### src/rtl/pipelined_prefix_adder_if.sv
// Handshake bus for pipelined_prefix_adder.
// Input side:  in_valid/in_ready with operands in_a, in_b, in_sub, in_cin and in_tag.
// Output side: out_valid/out_ready with out_sum, out_cout, out_ovf and out_tag.
// Optional macro PREFIX_ADDER_FLAGS_EN adds out_zero and out_neg.
// modport master: the producer/consumer around the adder. modport slave: the adder.
interface pipelined_prefix_adder_if #(
    parameter int unsigned WIDTH = 32,
    parameter int unsigned TAG_W = 4
);
    logic             in_valid;
    logic             in_ready;
    logic [WIDTH-1:0] in_a;
    logic [WIDTH-1:0] in_b;
    logic             in_sub;
    logic             in_cin;
    logic [TAG_W-1:0] in_tag;
    logic             out_valid;
    logic             out_ready;
    logic [WIDTH-1:0] out_sum;
    logic             out_cout;
    logic             out_ovf;
    logic [TAG_W-1:0] out_tag;
`ifdef PREFIX_ADDER_FLAGS_EN
    logic             out_zero;
    logic             out_neg;
`endif

    modport master (
        output in_valid, in_a, in_b, in_sub, in_cin, in_tag, out_ready,
`ifdef PREFIX_ADDER_FLAGS_EN
        input  out_zero, out_neg,
`endif
        input  in_ready, out_valid, out_sum, out_cout, out_ovf, out_tag
    );

    modport slave (
        input  in_valid, in_a, in_b, in_sub, in_cin, in_tag, out_ready,
`ifdef PREFIX_ADDER_FLAGS_EN
        output out_zero, out_neg,
`endif
        output in_ready, out_valid, out_sum, out_cout, out_ovf, out_tag
    );
endinterface

### src/rtl/pipelined_prefix_adder.sv
// Three-stage pipelined WIDTH-bit add/subtract:
//   S1 group generate/propagate, S2 Brent-Kung prefix over group pairs, S3 in-group ripple + sum.
// Ports: clk (rising edge), rst (async, active-high),
//        bus (pipelined_prefix_adder_if.slave): in_* operand handshake, out_* result handshake.
// Optional macro PREFIX_ADDER_FLAGS_EN adds registered out_zero/out_neg result flags.
// WIDTH must be a multiple of GROUPSIZE and WIDTH/GROUPSIZE a power of two >= 4.
module pipelined_prefix_adder #(
    parameter int unsigned WIDTH     = 32,
    parameter int unsigned GROUPSIZE = 4,
    parameter int unsigned TAG_W     = 4
) (
    input  logic                   clk,
    input  logic                   rst,
    pipelined_prefix_adder_if.slave bus
);
    localparam int unsigned NG  = WIDTH / GROUPSIZE;
    localparam int unsigned LVL = $clog2(NG);

    // Stage valids and load enables; an empty stage always loads so bubbles collapse.
    logic r_v1, r_v2, r_v3;
    logic w_ld1, w_ld2, w_ld3, w_acc1;

    assign w_ld3        = !r_v3 || bus.out_ready;
    assign w_ld2        = !r_v2 || w_ld3;
    assign w_ld1        = !r_v1 || w_ld2;
    assign w_acc1       = bus.in_valid && w_ld1;
    assign bus.in_ready = w_ld1;

    // ---------------- S1: operand conditioning and group (G,P) ----------------
    logic [WIDTH-1:0] w_b_eff, w_p, w_g;
    logic             w_cin;
    logic [2*NG-1:0]  w_gp;

    assign w_b_eff = bus.in_sub ? ~bus.in_b : bus.in_b;
    assign w_cin   = bus.in_sub | bus.in_cin;
    assign w_p     = bus.in_a ^ w_b_eff;
    assign w_g     = bus.in_a & w_b_eff;

    // Per-group (G,P); pair k at [2k+1:2k] with G in the upper bit.
    always_comb begin : group_gp
        logic l_g, l_p;
        l_g  = 1'b0;
        l_p  = 1'b0;
        w_gp = '0;
        for (int k = 0; k < int'(NG); k++) begin
            l_g = 1'b0;
            l_p = 1'b1;
            for (int j = 0; j < int'(GROUPSIZE); j++) begin
                l_g = w_g[k*GROUPSIZE+j] | (w_p[k*GROUPSIZE+j] & l_g);
                l_p = l_p & w_p[k*GROUPSIZE+j];
            end
            w_gp[2*k +: 2] = {l_g, l_p};
        end
    end

    logic [WIDTH-1:0] r_p1, r_g1;
    logic [2*NG-1:0]  r_gp1;
    logic             r_cin1, r_a_msb1, r_b_msb1;
    logic [TAG_W-1:0] r_tag1;

    // Only the operand MSBs are needed past S1 (for overflow).
    always_ff @(posedge clk or posedge rst) begin
        if (rst) begin
            r_v1     <= 1'b0;
            r_p1     <= '0;
            r_g1     <= '0;
            r_gp1    <= '0;
            r_cin1   <= 1'b0;
            r_a_msb1 <= 1'b0;
            r_b_msb1 <= 1'b0;
            r_tag1   <= '0;
        end else begin
            if (w_ld1) r_v1 <= bus.in_valid;
            if (w_acc1) begin
                r_p1     <= w_p;
                r_g1     <= w_g;
                r_gp1    <= w_gp;
                r_cin1   <= w_cin;
                r_a_msb1 <= bus.in_a[WIDTH-1];
                r_b_msb1 <= w_b_eff[WIDTH-1];
                r_tag1   <= bus.in_tag;
            end
        end
    end

    // ---------------- S2: Brent-Kung prefix over groups ----------------
    logic [NG-1:0] w_c;

    // In-place up-sweep then down-sweep; node k ends holding the prefix over groups 0..k.
    always_comb begin : prefix_tree
        logic [NG-1:0] l_g, l_p;
        l_g = '0;
        l_p = '0;
        for (int k = 0; k < int'(NG); k++) begin
            l_g[k] = r_gp1[2*k+1];
            l_p[k] = r_gp1[2*k];
        end
        l_g[0] = l_g[0] | (l_p[0] & r_cin1);
        for (int d = 0; d < int'(LVL); d++) begin
            for (int k = (2 << d) - 1; k < int'(NG); k += (2 << d)) begin
                l_g[k] = l_g[k] | (l_p[k] & l_g[k-(1<<d)]);
                l_p[k] = l_p[k] & l_p[k-(1<<d)];
            end
        end
        for (int d = int'(LVL) - 2; d >= 0; d--) begin
            for (int k = 3 * (1 << d) - 1; k < int'(NG); k += (2 << d)) begin
                l_g[k] = l_g[k] | (l_p[k] & l_g[k-(1<<d)]);
                l_p[k] = l_p[k] & l_p[k-(1<<d)];
            end
        end
        // Carry into group k is the prefix carry out of group k-1; group 0 takes cin.
        w_c = {l_g[NG-2:0], r_cin1};
    end

    logic [WIDTH-1:0] r_p2, r_g2;
    logic [NG-1:0]    r_c2;
    logic             r_a_msb2, r_b_msb2;
    logic [TAG_W-1:0] r_tag2;

    always_ff @(posedge clk or posedge rst) begin
        if (rst) begin
            r_v2     <= 1'b0;
            r_p2     <= '0;
            r_g2     <= '0;
            r_c2     <= '0;
            r_a_msb2 <= 1'b0;
            r_b_msb2 <= 1'b0;
            r_tag2   <= '0;
        end else begin
            if (w_ld2) r_v2 <= r_v1;
            if (w_ld2 && r_v1) begin
                r_p2     <= r_p1;
                r_g2     <= r_g1;
                r_c2     <= w_c;
                r_a_msb2 <= r_a_msb1;
                r_b_msb2 <= r_b_msb1;
                r_tag2   <= r_tag1;
            end
        end
    end

    // ---------------- S3: in-group ripple and sum ----------------
    logic [WIDTH-1:0] w_sum;
    logic             w_cout, w_ovf;

    always_comb begin : group_ripple
        logic l_carry;
        l_carry = 1'b0;
        w_sum   = '0;
        for (int k = 0; k < int'(NG); k++) begin
            l_carry = r_c2[k];
            for (int j = 0; j < int'(GROUPSIZE); j++) begin
                w_sum[k*GROUPSIZE+j] = r_p2[k*GROUPSIZE+j] ^ l_carry;
                l_carry = r_g2[k*GROUPSIZE+j] | (r_p2[k*GROUPSIZE+j] & l_carry);
            end
        end
        // Ripple out of the top group is the adder carry-out.
        w_cout = l_carry;
    end

    assign w_ovf = (r_a_msb2 == r_b_msb2) && (w_sum[WIDTH-1] != r_a_msb2);

    logic [WIDTH-1:0] r_sum;
    logic             r_cout, r_ovf;
    logic [TAG_W-1:0] r_tag3;

    always_ff @(posedge clk or posedge rst) begin
        if (rst) begin
            r_v3   <= 1'b0;
            r_sum  <= '0;
            r_cout <= 1'b0;
            r_ovf  <= 1'b0;
            r_tag3 <= '0;
        end else begin
            if (w_ld3) r_v3 <= r_v2;
            if (w_ld3 && r_v2) begin
                r_sum  <= w_sum;
                r_cout <= w_cout;
                r_ovf  <= w_ovf;
                r_tag3 <= r_tag2;
            end
        end
    end

    assign bus.out_valid = r_v3;
    assign bus.out_sum   = r_sum;
    assign bus.out_cout  = r_cout;
    assign bus.out_ovf   = r_ovf;
    assign bus.out_tag   = r_tag3;

`ifdef PREFIX_ADDER_FLAGS_EN
    // Result flags share S3's load/hold behaviour.
    logic r_zero, r_neg;

    always_ff @(posedge clk or posedge rst) begin
        if (rst) begin
            r_zero <= 1'b0;
            r_neg  <= 1'b0;
        end else if (w_ld3 && r_v2) begin
            r_zero <= (w_sum == '0);
            r_neg  <= w_sum[WIDTH-1];
        end
    end

    assign bus.out_zero = r_zero;
    assign bus.out_neg  = r_neg;
`endif
endmodule
### src/flat_wrapper.sv
// flat-port wrapper written by rule: the top's interface ports become plain ports
module pipelined_prefix_adder_flat 
#(
    parameter int unsigned WIDTH     = 32,
    parameter int unsigned GROUPSIZE = 4,
    parameter int unsigned TAG_W     = 4
)
  (clk, rst, bus_in_valid, bus_in_a, bus_in_b, bus_in_sub, bus_in_cin, bus_in_tag, bus_out_ready, bus_in_ready, bus_out_valid, bus_out_sum, bus_out_cout, bus_out_ovf, bus_out_tag);
  pipelined_prefix_adder_if #(.WIDTH(WIDTH), .TAG_W(TAG_W)) bus_i ();
  input  logic clk;
  input  logic rst;
  input wire logic [$bits(bus_i.in_valid)-1:0] bus_in_valid;
  input wire logic [$bits(bus_i.in_a)-1:0] bus_in_a;
  input wire logic [$bits(bus_i.in_b)-1:0] bus_in_b;
  input wire logic [$bits(bus_i.in_sub)-1:0] bus_in_sub;
  input wire logic [$bits(bus_i.in_cin)-1:0] bus_in_cin;
  input wire logic [$bits(bus_i.in_tag)-1:0] bus_in_tag;
  input wire logic [$bits(bus_i.out_ready)-1:0] bus_out_ready;
  output wire logic [$bits(bus_i.in_ready)-1:0] bus_in_ready;
  output wire logic [$bits(bus_i.out_valid)-1:0] bus_out_valid;
  output wire logic [$bits(bus_i.out_sum)-1:0] bus_out_sum;
  output wire logic [$bits(bus_i.out_cout)-1:0] bus_out_cout;
  output wire logic [$bits(bus_i.out_ovf)-1:0] bus_out_ovf;
  output wire logic [$bits(bus_i.out_tag)-1:0] bus_out_tag;
  assign bus_i.in_valid = bus_in_valid;
  assign bus_i.in_a = bus_in_a;
  assign bus_i.in_b = bus_in_b;
  assign bus_i.in_sub = bus_in_sub;
  assign bus_i.in_cin = bus_in_cin;
  assign bus_i.in_tag = bus_in_tag;
  assign bus_i.out_ready = bus_out_ready;
  assign bus_in_ready = bus_i.in_ready;
  assign bus_out_valid = bus_i.out_valid;
  assign bus_out_sum = bus_i.out_sum;
  assign bus_out_cout = bus_i.out_cout;
  assign bus_out_ovf = bus_i.out_ovf;
  assign bus_out_tag = bus_i.out_tag;
  pipelined_prefix_adder #(.WIDTH(WIDTH), .GROUPSIZE(GROUPSIZE), .TAG_W(TAG_W)) u_core (.clk(clk), .rst(rst), .bus(bus_i));
endmodule
### config.mk
export PLATFORM = sky130hd
export DESIGN_NAME = pipelined_prefix_adder_flat
export DESIGN_NICKNAME = d
export VERILOG_FILES = /design/src/rtl/pipelined_prefix_adder_if.sv /design/src/rtl/pipelined_prefix_adder.sv /design/src/flat_wrapper.sv
export SDC_FILE = /design/constraint.sdc
export NUM_CORES = 1
export LEC_CHECK = 0
export CORE_MARGIN = 3
export CORE_UTILIZATION = 55
export CTS_CLUSTER_DIAMETER = 60
export CTS_CLUSTER_SIZE = 16
export DETAILED_ROUTE_END_ITERATION = 6
export PLACE_DENSITY = 0.76
export SETUP_SLACK_MARGIN = 0.5
export SYNTH_ARGS = -nofsm -noshare
export SYNTH_HDL_FRONTEND = slang
export SYNTH_SLANG_ARGS = --single-unit
### constraint.sdc
create_clock -name clk -period 14.2 [get_ports clk]
set_input_delay 1.42 -clock clk [delete_from_list [all_inputs] [get_ports clk]]
set_output_delay 1.42 -clock clk [all_outputs]
set_load 0.1 [all_outputs]
Word-level counts from Yosys, hierarchy flattened
Cells that the tools add are included.
Storage, ports and cells
  logic and storage cells: 202
  bits in registers: 204
  output and inout port bits: 40
Operators by class
  reduce and logical (&&, ||, !) cells: 10
  bitwise operators: 169
  eq/ne operators: 2
  muxes and demuxes: 1
Operator list (count)
  1-bit bitwise AND: 78
  1-bit bitwise OR: 56
  32-bit bitwise AND: 1
  32-bit 2-to-1 mux: 1
  32-bit inverter: 1
  1-bit bitwise XOR: 32
  32-bit bitwise XOR: 1
  1-bit logical AND: 4
  1-bit zero test: 3
  1-bit logical OR: 3
  1-bit == test: 1
  1-bit inequality test: 1

Depth between registers and ports, before layout
  word-level depth: 10
  depth in mapped cells: 10

Worst setup path before layout
No wires, ideal clock.
  path type: input -> output
  start point: in bus_out_ready
  end point: out bus_in_ready
  stages: 1
  path buffers: 0
  arrival time: 2.122 ns
  slack: 10.658 ns
  data required time: 12.780 ns
  cell sequence: nand4b_2
On the way
  longest elaborated chain between the ends: 3
Ends and longest elaborated chain
  start: declaration: RTL line flat_wrapper.sv:18  | input wire logic [$bits(bus_i.out_ready)-1:0] bus_out_ready;
  1-bit logical OR: RTL line pipelined_prefix_adder.sv:23  | assign w_ld3 = !r_v3 || bus.out_ready;
  1-bit logical OR: RTL line pipelined_prefix_adder.sv:24  | assign w_ld2 = !r_v2 || w_ld3;
  1-bit logical OR: RTL line pipelined_prefix_adder.sv:25  | assign w_ld1 = !r_v1 || w_ld2;
  end: declaration: RTL line flat_wrapper.sv:19  | output wire logic [$bits(bus_i.in_ready)-1:0] bus_in_ready;
Every way passes these cells.

Worst setup path in the final report
Ends and elaborated chain as after synthesis.

==> run metrics <==
final WL=16500 µm; Setup crit end kind=output port; Leak=5.06 nW; fin util=0.683; CP max stage delay=1.15 ns; Clock Sinks=190; Crit path depth=3; crit path time final=4.66 ns; Mapped Cells=749; starting density of the core=0.563; Die Span Y=131 µm; CTS Buf Count=17; share of cells above drive strength 1=0.119; Post-Syn Nets=880; DP Wirelength=10800 µm; H-tree Lvls=4; Clock Pin Slew Worst Setup and Hold Paths=0.06 ns; CP max-delay cell=clkdlybuf4s50_1; Startpoint Class=primary input; Max Cap Violations=0; worst path cell trace=clkdlybuf4s50_1 > nand4b_2 > clkdlybuf4s50_1; Final setup viols=0; Area contributors post-synth=dfrtp_1, nand2_1, ha_1, mux2_1, mux2_2; DR iter-0 viols=280; Layout area overhead=21.3%; Fin Clk Skew=0.00841 ns; mux share of post-synthesis cell area=0.122; CP Buf/Inv Count=2; post-CTS sizing=0; setup TNS after final layout=0 ns; area leader, netlist=dfrtp_1; fmax=0.215 GHz; register area share after synthesis=0.554; Crit path top cell by count=clkdlybuf4s50_1; DRT Pass-1 Iters=4; CP Data Arrival Time=3.24 ns; vias after detailed routing=5576; status=completed; Yosys cell types=31; vias per inst=5.19; ANT nets after route=0; IO Pins=114; top cell type's share of synthesized area=0.554; # Post-CTS Setup Buffers=0; Largest delay share family, worst path=buffers and inverters; most common cell after layout, fill and taps aside=nand2_1; Port Buffers=113; CTS tree=done; first-pass GRT wire length=27400 µm; XOR/XNOR Fraction of Synth Area=0.0398; Synth Area in Compound Gates=0.0398; worst slew pin tran=1.16 ns; Worst VDD drop=161 µV; vias in the first global route=5730; Synth Area in Simple Gates=0.133; # rows=45; total chip power=0.00210 W; max-slew violations=0; antenna fix cells=0; RSZ-0062 raised after global routing=false; die area=17200 µm²; hold path cells=2; post-route clock period utilization=0.328; Total Routing Usage GR=0.204; gpl congestion=0.770; start point of the worst min-delay path=u_core.r_p1[11]; Max clock buf depth=2; R2R Setup Slk=11.55 ns; RR Startpoint=u_core.r_c2[7]; largest family of logic cells by synthesized area=simple AND/OR/NAND/NOR gates; hold path endpoint=u_core.r_p2[11]; CTS root buf=clkbuf_16; Net count, final=982; path depth of the worst reg2reg path=10; Worst EP required=12.78 ns; Die Width=131 µm; total core area=15300 µm²; most frequent cells in the layout=nand2_1, dfrtp_1, clkdlybuf4s50_1; CP Class=primary input to output port; mean cell area of the mapped netlist=11.5 µm²; WL/cell=15.3 µm; worst flop-to-flop path endpoint=u_core.bus.out_ovf; Max-slew headroom=0.225; Power Density=201 nW/µm²; Post-CTS Hold Buffers=0; initial antenna violation count=0; Warnings, synthesis=0; pin count of the biggest net entering global routing=112; min-delay worst type=flop to flop; Fin. Hold Viols=0; Yosys reg bits=190; detailed-route DRC error count=0; Syn Std Cell Area=8590 µm²; crit-path max FO=3; Clk Latency, worst-skew pair=0.43 ns; gr ovfl total=0; adder-cell area share of the yosys netlist=0.0830
area by class of cell:
| type | count | area [µm²] |
|---|---|---|
| fill | 1139 | 4840 |
| clock inverter | 11 | 164 |
| inverter | 2 | 12.5 |
| tap | 211 | 264 |
| clock buffer | 20 | 467 |
| multi-input combinational | 523 | 3600 |
| timing repair buffer | 117 | 1160 |
| sequential | 190 | 4750 |
cells in the mapped netlist, drive strengths merged:
cell type	number
nand3b	1
a31oi	1
mux2	93
o221a	1
nand4b	1
xor2	39
inv	2
a21o	14
ha	57
dfrtp	190
a21oi	11
a221oi	1
o22ai	2
and2	1
nand2	220
nor2	18
or2	17
and3	1
nand2b	5
clkbuf	1
buf	33
nor3b	1
o21ai	27
a22oi	1
nand4	8
nor2b	2
nand3	1
cells by family after synthesis:
kind of cell,Yosys count
AOI/OAI and AO/OA,58
xor gates and xnor gates,39
adders and majority gates,57
buffers and inverters,36
DFF,190
muxes,93
and+or+nand+nor,276
worst max path at each step:
stage                        startpoint                  end  slack [ns]
after global routing      bus_out_ready         bus_in_ready        9.47
after detailed placement  bus_out_ready         bus_in_ready        9.54
after CTS                 bus_out_ready         bus_in_ready        9.54
final                     bus_out_ready         bus_in_ready        9.54
after global placement    bus_out_ready         bus_in_ready        9.56
after floorplan                     rst  u_core.bus.out_cout        7.61
metal layers:
metal  up-vias  track usage  share of wire
li1       2697            -              -
met2        99        0.340           0.50
met1      2758        0.268           0.45
met5         -            0              0
met3        22       0.0394          0.035
met4         0       0.0714          0.017
through the flow:
stage	cells	hold slack [ns]	worst slack, ns	cell area [µm²]
2_1_floorplan	749	0.433	7.61	8590
3_3_place_gp	1043	0.443	9.56	9790
3_5_place_dp	1043	0.451	9.54	9790
4_1_cts	1074	0.467	9.54	10400
5_1_grt	1074	0.479	9.47	10400
6_report	1074	0.464	9.54	10400
flip-flops by register name (all words and copies together) (netlist names), 8 cells and up:
signal / count
u_core.r_c2: 8
u_core.r_p2: 32
u_core.r_g2: 25
u_core.bus.out_sum: 32
u_core.r_p1: 32
u_core.r_gp1: 14
u_core.r_g1: 25
power by group:
group          total [W]  leakage, nW  switching (W)  internal (W)
logic           0.000825         2.42       0.000574      0.000251
clock network   0.000504        0.308       0.000197      0.000307
registers       0.000770         2.33      0.0000816      0.000688
total            0.00210         5.06       0.000852       0.00125
worst register-to-register path: stages, from the launching register on:
cell     delay (ns)
dfrtp_1        0.38
ha_1           0.19
or2_2          0.29
ha_1           0.19
or2_2          0.30
ha_1           0.20
or2_2          0.29
ha_1           0.32
nor3b_1        0.15
a21oi_1        0.11
o21ai_0        0.08
Note: power is estimated with default switching activity, not from simulation.
